File: config.mk
export PLATFORM = sky130hd
export DESIGN_NAME = mem_addr_unit
export DESIGN_NICKNAME = d
export VERILOG_FILES = /design/src/rtl/mem_addr_unit.sv
export SDC_FILE = /design/constraint.sdc
export NUM_CORES = 1
export LEC_CHECK = 0
export CAP_MARGIN = 20
export CORE_MARGIN = 5
export CORE_UTILIZATION = 30
export DETAILED_ROUTE_END_ITERATION = 16
export PLACE_DENSITY = 0.67
export SETUP_SLACK_MARGIN = 0.5
export SKIP_CTS_REPAIR_TIMING = 1
export SLEW_MARGIN = 30
export SYNTH_ARGS = -nofsm -noshare
export SYNTH_HDL_FRONTEND = slang
export SYNTH_SLANG_ARGS = --single-unit
File: constraint.sdc
create_clock -name i_clk -period 2.65 [get_ports i_clk]
set_clock_uncertainty 0.2 [all_clocks]
set_input_delay 0.53 -clock i_clk [delete_from_list [all_inputs] [get_ports i_clk]]
set_output_delay 0.53 -clock i_clk [all_outputs]
set_load 0.05 [all_outputs]
File: src/rtl/mem_addr_unit.sv
// EDiC memory-addressing unit: PC, SP, MAR and instruction register, data-address decode
// into RAM / stack page / I/O page, data-bus source mux, stack fault and breakpoint tracking.
module mem_addr_unit #(
  parameter int unsigned PC_W       = 16,
  parameter int unsigned ROM_AW     = 15,
  parameter int unsigned SP_W       = 8,
  parameter logic [7:0]  STACK_PAGE = 8'hFF,
  parameter logic [7:0]  IO_PAGE    = 8'hFE,
  parameter int unsigned BP_COUNT   = 2
) (
  input  logic                   i_clk,
  input  logic                   i_reset,
  input  logic [7:0]             i_bus,
  output logic [7:0]             o_bus,
  output logic                   o_busNOE,
  input  logic                   i_ctrlPCLoadN,
  input  logic                   i_ctrlPCNEn,
  input  logic                   i_ctrlPCFromImm,
  input  logic                   i_ctrlPCToBusN,
  input  logic                   i_ctrlSpUp,
  input  logic                   i_ctrlSpNEn,
  input  logic                   i_ctrlInstrNWE,
  input  logic                   i_ctrlInstrNOE,
  input  logic                   i_ctrlRamNOE,
  input  logic                   i_ctrlRamNWE,
  input  logic                   i_ctrlMar0NWE,
  input  logic                   i_ctrlMar1NWE,
  input  logic                   i_ctrlMarInc,
  input  logic                   i_ctrlImmToRamAddr,
  input  logic                   i_faultClr,
  input  logic                   i_halt,
  output logic [ROM_AW-1:0]      o_romAddress,
  input  logic [23:0]            i_romData,
  output logic [7:0]             o_instrCode,
  output logic [16:0]            o_ramAddress,
  input  logic [7:0]             i_ramData,
  input  logic [7:0]             i_ram2Data,
  output logic [7:0]             o_ramData,
  output logic [7:0]             o_ram2Data,
  output logic                   o_ramWE,
  output logic                   o_ramCE,
  output logic                   o_ioSelect,
  output logic [7:0]             o_ioAddress,
  output logic                   o_ioNOE,
  output logic                   o_ioNWE,
  input  logic [16*BP_COUNT-1:0] i_bpAddress,
  input  logic [BP_COUNT-1:0]    i_bpEnableN,
  output logic [BP_COUNT-1:0]    o_bpHitN,
  output logic [BP_COUNT-1:0]    o_bpLatched,
  output logic                   o_stackOvf,
  output logic                   o_stackUnf,
  output logic [15:0]            o_dbgPc,
  output logic [SP_W-1:0]        o_dbgSp
);

  localparam logic [SP_W-1:0] SpMax = '1;

  logic [PC_W-1:0]     pcQ, pcD;
  logic [SP_W-1:0]     spQ, spD;
  logic [15:0]         marQ, marD;
  logic [7:0]          opQ, opD;
  logic [15:0]         immQ, immD;
  logic                ovfQ, ovfD, unfQ, unfD;
  logic [BP_COUNT-1:0] bpLatQ, bpLatD;

  logic [15:0] pc16;
  logic [15:0] pcSrc;
  logic [7:0]  spExt;
  logic [15:0] sel;
  logic        stackSel;
  logic        spStep, ovfSet, unfSet;

  assign pc16  = 16'(pcQ);
  assign spExt = 8'(spQ);
  assign pcSrc = i_ctrlPCFromImm ? immQ : {i_ram2Data, i_bus};

  // Data-address decode
  assign sel          = i_ctrlImmToRamAddr ? immQ : marQ;
  assign stackSel     = (sel[15:8] == STACK_PAGE);
  assign o_ioSelect   = (sel[15:8] == IO_PAGE);
  assign o_ioAddress  = sel[7:0];
  assign o_ramAddress = {stackSel, (stackSel ? spExt : sel[15:8]), sel[7:0]};
  assign o_ramCE      = ~o_ioSelect;
  assign o_ramWE      = ~i_ctrlRamNWE;
  assign o_ioNOE      = i_ctrlRamNOE;
  assign o_ioNWE      = i_ctrlRamNWE;
  assign o_ramData    = i_bus;
  assign o_ram2Data   = pc16[15:8];

  assign o_romAddress = pc16[ROM_AW-1:0];
  assign o_instrCode  = opQ;
  assign o_stackOvf   = ovfQ;
  assign o_stackUnf   = unfQ;
  assign o_bpLatched  = bpLatQ;
  assign o_dbgPc      = pc16;
  assign o_dbgSp      = spQ;

  always_comb begin
    o_bus    = 8'h00;
    o_busNOE = 1'b1;
    if (!i_ctrlInstrNOE) begin
      o_bus    = immQ[7:0];
      o_busNOE = 1'b0;
    end else if (!i_ctrlPCToBusN) begin
      o_bus    = pc16[7:0];
      o_busNOE = 1'b0;
    end else if (!i_ctrlRamNOE && o_ramCE) begin
      o_bus    = i_ramData;
      o_busNOE = 1'b0;
    end
  end

  always_comb begin
    for (int k = 0; k < BP_COUNT; k++) begin
      o_bpHitN[k] = ~(~i_bpEnableN[k] & (pc16 == i_bpAddress[16*k +: 16]));
    end
  end

  always_comb begin
    pcD = pcQ;
    if (!i_ctrlPCLoadN) begin
      pcD = PC_W'(pcSrc);
    end else if (!i_ctrlPCNEn && !i_halt) begin
      pcD = pcQ + PC_W'(1);
    end

    // SP saturates at either end and flags the attempted step instead of wrapping
    spStep = !i_ctrlSpNEn && !i_halt;
    ovfSet = spStep && i_ctrlSpUp && (spQ == SpMax);
    unfSet = spStep && !i_ctrlSpUp && (spQ == '0);
    spD    = spQ;
    if (spStep && !ovfSet && !unfSet) begin
      spD = i_ctrlSpUp ? spQ + SP_W'(1) : spQ - SP_W'(1);
    end
    ovfD = (ovfQ && !i_faultClr) || ovfSet;
    unfD = (unfQ && !i_faultClr) || unfSet;

    marD = marQ;
    if (!i_ctrlMar0NWE || !i_ctrlMar1NWE) begin
      if (!i_ctrlMar0NWE) marD[7:0]  = i_bus;
      if (!i_ctrlMar1NWE) marD[15:8] = i_bus;
    end else if (i_ctrlMarInc) begin
      marD = marQ + 16'd1;
    end

    opD  = opQ;
    immD = immQ;
    if (!i_ctrlInstrNWE) begin
      opD  = i_romData[23:16];
      immD = i_romData[15:0];
    end

    bpLatD = bpLatQ | ~o_bpHitN;
  end

  always_ff @(posedge i_clk) begin
    if (i_reset) begin
      pcQ    <= '0;
      spQ    <= '0;
      marQ   <= '0;
      opQ    <= '0;
      immQ   <= '0;
      ovfQ   <= 1'b0;
      unfQ   <= 1'b0;
      bpLatQ <= '0;
    end else begin
      pcQ    <= pcD;
      spQ    <= spD;
      marQ   <= marD;
      opQ    <= opD;
      immQ   <= immD;
      ovfQ   <= ovfD;
      unfQ   <= unfD;
      bpLatQ <= bpLatD;
    end
  end

endmodule

* Yosys cells after proc, flatten, opt, wreduce, memory -nomap -nowiden
Cells that the tools add are included.
** Word-level totals
- Bits in registers :: 68
- Input port bits :: 100
- Output and inout bits :: 108
** Operators by class
- Add/subtract/negate cells :: 4
- Eq/ne operators :: 8
- Muxes and demuxes :: 16
- Bitwise logic cells :: 10
- Reduce and logical (&&, ||, !) cells :: 28
** Operators by type and width (count)
- $mux W16 :: 6
- $mux W8 :: 7
- $add A16 B1 Y16 const B :: 2
- $eq A16 B16 Y1 :: 2
- $eq A8 B8 Y1 const B :: 3
- $logic_and A1 B1 Y1 :: 11
- $logic_not A1 Y1 :: 10
- $add A8 B1 Y8 const B :: 1
- $logic_not A8 Y1 :: 1
- $sub A8 B1 Y8 const B :: 1
- $not A1 Y1 :: 6
- $ne A2 B2 Y1 const B :: 2
- $reduce_and A2 Y1 :: 2
- $logic_or A1 B1 Y1 :: 3
- $mux W1 :: 3
- $and A1 B1 Y1 :: 2
- $ne A2 B1 Y1 const B :: 1
- $not A2 Y2 :: 1
- $or A2 B2 Y2 :: 1
- $reduce_bool A2 Y1 :: 1

* Logic depth before layout (Yosys ltp)
Gate-level depths: netlist of run 1.
- Word-level depth :: 7
- Depth in mapped cells :: 8
- Gate-level depth less buffers :: 7

* Worst setup path before layout of run 1
No wires, ideal clock.
- Path type :: input to output
- From :: input port i_ctrlImmToRamAddr
- To :: output port o_ramAddress[4]
- Arrival :: 2.535 ns
- Required time :: 1.920 ns
- Setup slack :: -0.615 ns
- Stages :: 4
- Buffers on the path :: 3
- Cells stage by stage :: buf_2 > buf_1 > o21ai_0 > buf_4
** On the way
- Cells in the longest elaborated chain, start to end :: 1
** Ends and longest elaborated chain
- from (decl) :: RTL line 29 : input logic i_ctrlImmToRamAddr,
- $mux W16 :: RTL line 78 : assign sel = i_ctrlImmToRamAddr ? immQ : marQ;
- to (decl) :: RTL line 35 : output logic [16:0] o_ramAddress,
Every way passes these cells.

* Final worst setup path of run 1
- From :: register pcQ[2], in the netlist o_dbgPc[2]
- To :: output port o_bpHitN[0]
** On the way
- Cells in the longest elaborated chain, start to end :: 3
** Ends and longest elaborated chain
- from (decl) :: RTL line 58 : logic [PC_W-1:0] pcQ, pcD;
- from (signal assigned) :: RTL line 167 : pcQ <= pcD;
- $eq A16 B16 Y1 :: RTL line 115 : o_bpHitN[k] = ~(~i_bpEnableN[k] & (pc16 == i_bpAddress[16*k +: 16]));
- $and A1 B1 Y1 :: RTL line 115
- $not A1 Y1 :: RTL line 115
- to (decl) :: RTL line 48 : output logic [BP_COUNT-1:0] o_bpHitN,
Every way passes these cells.

==> reports/metrics.cfg, run 1 <==
[run_status]
status = complete, but fails checks
violations = negative setup slack

[floorplanning]
io_pins = 208
die_width_um = 135.5
die-area_um2 = 18370
core_um2 = 15310
rows = 45
fp.dieH_um = 135.5
initial_core_util_pct = 30.87

[synthesis]
postSynthAreaPerCell_um2 = 7.998
postSynthCellCount = 591
netlist_area_um2 = 4727
synth_fp_nets = 700
async_reset_ff_share_pct = 0
ys_ff_latch = 68
synth-edff-count = 0
yosys_warnings = 0
synth_cell_type_count = 53
synth-seq-area-share_pct = 28.80
synthFlopType = dfxtp_1

[route]
firstDrtPassIters = 4
top_layer_used = met4
via_per_inst = 4.920
postRouteAntennaNets = 0
wl_met1_mm = 7.057
routed_wl_mm = 17.96
wl_met3_mm = 1.200
drt_iter0_drc = 322
drc_errors = 0
vias = 4954
met2_length_mm = 9.386
avgRoutedWirePerCell_um = 17.84

[worst_setup_path]
cp-start-kind = flip-flop
cpPeakStageDelay_ns = 0.58
worstSetupPathType = reg2out
path_buf_inv = 1
crit_path_cell_trace = xor2_2 > nor4_2 > nand3_1 > or4_4 > buf_8
setup.worst_path.end_class = primary output
cp_slowest_cell = or4_4
critPathRequiredTime_ns = 1.92
crit_arrival_ns = 2.09
cp_max_fo = 6
path_delay_family = simple AND/OR/NAND/NOR gates

[clock_network]
clockRootBuffer = clkbuf_16
cts_tree = built
clkTransAtPathRegs_ns = 0.05
numCtsBuffers = 9
htree_levels = 3
clock_sinks = 68
clk_latency_ns = 0.34
clockBufferDepth = 2

[finish]
num_antenna_cells = 0
area_growth_pct = 82.00
stdcell_area_um2 = 8603
fin_nets = 902
drive_gt1_share_pct = 31.41

[sta]
max-slew-margin-rel_pct = 63.60
slew_violations = 0
tightest_slew_ns = 0.5450
finalCritPeriodShare_pct = 106.3
final-setup-viol-count = 2
worst_slack_ns = -0.1658
hold_viol_final = 0
fin_tns_setup_ns = -0.2766
fin_crit_ns = 2.816
rsz0062_at_grt = yes
clock.fmax_mhz = 355.1

[run]
cap_violations = 0

[global_routing]
grt_pass1_vias = 4639
antenna_found_initial = 0
overflow = 0
grtUsageTotal_pct = 17.82
grt_pass1_wl_mm = 25.39
grt_max_degree = 60

[power]
vdd_drop_max_uv = 362.8
leakage_nw = 4.432
power_density_nw_per_um2 = 456.5

[placement]
portBuffers = 207
place_area_um2 = 7575
hpwl_mm = 13.49
routabilityCongestion = 0.9227

[worst_hold_path]
hold_path.class = reg2reg

cells in the mapped netlist (2+ instances only):
| cell type | n | share of area, % |
|---|---|---|
| a211oi_1 | 19 | 3.0 |
| a21o_1 | 8 | 1.3 |
| a21oi_1 | 37 | 3.9 |
| a22oi_1 | 3 | 0.48 |
| a311oi_1 | 3 | 0.56 |
| a31o_2 | 4 | 0.74 |
| and2_1 | 2 | 0.26 |
| and3_1 | 4 | 0.53 |
| and3_2 | 2 | 0.32 |
| and4_1 | 2 | 0.37 |
| buf_1 | 2 | 0.16 |
| buf_4 | 42 | 6.7 |
| clkbuf_1 | 35 | 2.8 |
| dfxtp_1 | 68 | 29 |
| ha_1 | 8 | 2.1 |
| inv_1 | 13 | 1.0 |
| mux2_2 | 14 | 3.3 |
| mux2i_1 | 37 | 7.8 |
| nand2_1 | 37 | 2.9 |
| nand2b_1 | 9 | 1.2 |
| nand3_1 | 17 | 1.8 |
| nand3b_1 | 2 | 0.32 |
| nand4_1 | 12 | 1.6 |
| nor2_1 | 69 | 5.5 |
| nor2b_1 | 9 | 1.2 |
| nor3_1 | 11 | 1.2 |
| nor3b_1 | 2 | 0.32 |
| nor4_1 | 9 | 1.2 |
| o21a_1 | 3 | 0.48 |
| o21ai_0 | 25 | 2.6 |
| o21bai_1 | 2 | 0.32 |
| o31ai_1 | 3 | 0.48 |
| or4_1 | 4 | 0.64 |
| xnor2_1 | 22 | 4.1 |
| xor2_1 | 34 | 6.3 |
stage by stage:
step / util (%) / hold WS (ns) / setup slack, ns / total power [mW] / cells
floorplan: - / 0.2756 / 0.1486 / 2.079 / 591
global placement: 49.46 / 0.2329 / -0.4466 / 2.652 / 979
detailed placement: 49.46 / 0.2417 / -0.4271 / 2.662 / 979
CTS: 51.36 / 0.2494 / -0.4275 / 3.877 / 993
global route: 56.18 / 0.2665 / -0.2292 / 4.092 / 1007
finish: 56.18 / 0.2444 / -0.1658 / 3.927 / 1007
kinds of logic after synthesis:
kind of cell / Yosys count / share of synthesized area (%)
flip-flops: 68 / 28.80
buffers and inverters: 93 / 10.75
XOR/XNOR: 56 / 10.38
AO/OA/AOI/OAI: 115 / 15.38
adder cells (fa/ha/maj): 9 / 2.541
multiplexers: 51 / 11.17
AND/OR/NAND/NOR: 199 / 20.99
power breakdown:
group          switching (mW)  internal [mW]
Combinational           0.806          0.704
Clock                   0.431          0.767
Sequential              0.122           1.10
Total                    1.36           2.57
placed cells by master (no fill, tap or decap), types with 4 or more instances in the layout:
cell	netlist	final
a211oi_1	19	19
a21o_4	0	7
a21oi_1	37	33
a31o_2	4	4
buf_12	0	39
buf_4	42	49
buf_6	0	20
buf_8	0	5
clkbuf_16	0	9
clkdlybuf4s50_1	0	69
dfxtp_1	68	38
dfxtp_2	0	20
dfxtp_4	0	10
dlymetal6s2s_1	0	84
ha_4	0	5
inv_1	13	10
mux2_2	14	7
mux2_4	0	7
mux2i_1	37	35
nand2_1	37	35
nand2b_1	9	7
nand3_1	17	16
nand4_1	12	12
nor2_1	69	54
nor2_4	0	15
nor2b_1	9	9
nor3_1	11	9
nor4_1	9	5
o21ai_0	25	22
or4_4	1	5
xnor2_1	22	22
xor2_1	34	30
xor2_2	0	4
worst min-delay path, cell delays in order (launching register included):
cell and delay (ns):
dfxtp_1 0.30, inv_1 0.04, a21oi_1 0.05
layout make-up:
cell class | instances | area [µm²]
fill | 1292 | 6711
multi-input combinational | 430 | 3351
timing repair buffer | 271 | 3216
sequential | 68 | 1424
tap | 211 | 264.0
clock buffer | 12 | 256.5
inverter | 13 | 57.56
clock inverter | 2 | 35.03
state kept, by name (all words and copies together), names as in the netlist:
signal       count
immQ            16
marQ            16
o_bpLatched      2
o_dbgPc         16
o_dbgSp          8
o_instrCode      8
o_stackOvf       1
o_stackUnf       1
layer usage:
layer,up-vias,track usage [%]
li1,2429,-
met1,2321,20.51
met2,186,31.97
met3,18,5.089
met4,0,5.319
met5,-,0
final timing paths:
kind | slack, ns | start | depth (start not counted) | end
min reg2reg | 0.24 | o_bpLatched[1] | 2 | o_bpLatched[1]
max | -0.17 | o_dbgPc[2] | 5 | o_bpHitN[0]
min | 0.24 | o_bpLatched[1] | 2 | o_bpLatched[1]
max reg2reg | 0.53 | o_dbgSp[1] | 5 | o_dbgSp[7]
No activity file was read; power rests on OpenSTA's default activity.
==> run 2, diff against run 1 <==
--- a/config.mk
+++ b/config.mk
@@ -9,6 +9,7 @@
 export CORE_MARGIN = 5
 export CORE_UTILIZATION = 30
 export DETAILED_ROUTE_END_ITERATION = 16
+export HOLD_SLACK_MARGIN = 0.05
 export PLACE_DENSITY = 0.67
 export SETUP_SLACK_MARGIN = 0.5
 export SKIP_CTS_REPAIR_TIMING = 1
==> results of run 2 <==
Same layout as run 1: the final DEF is identical, and so are final timing and power.
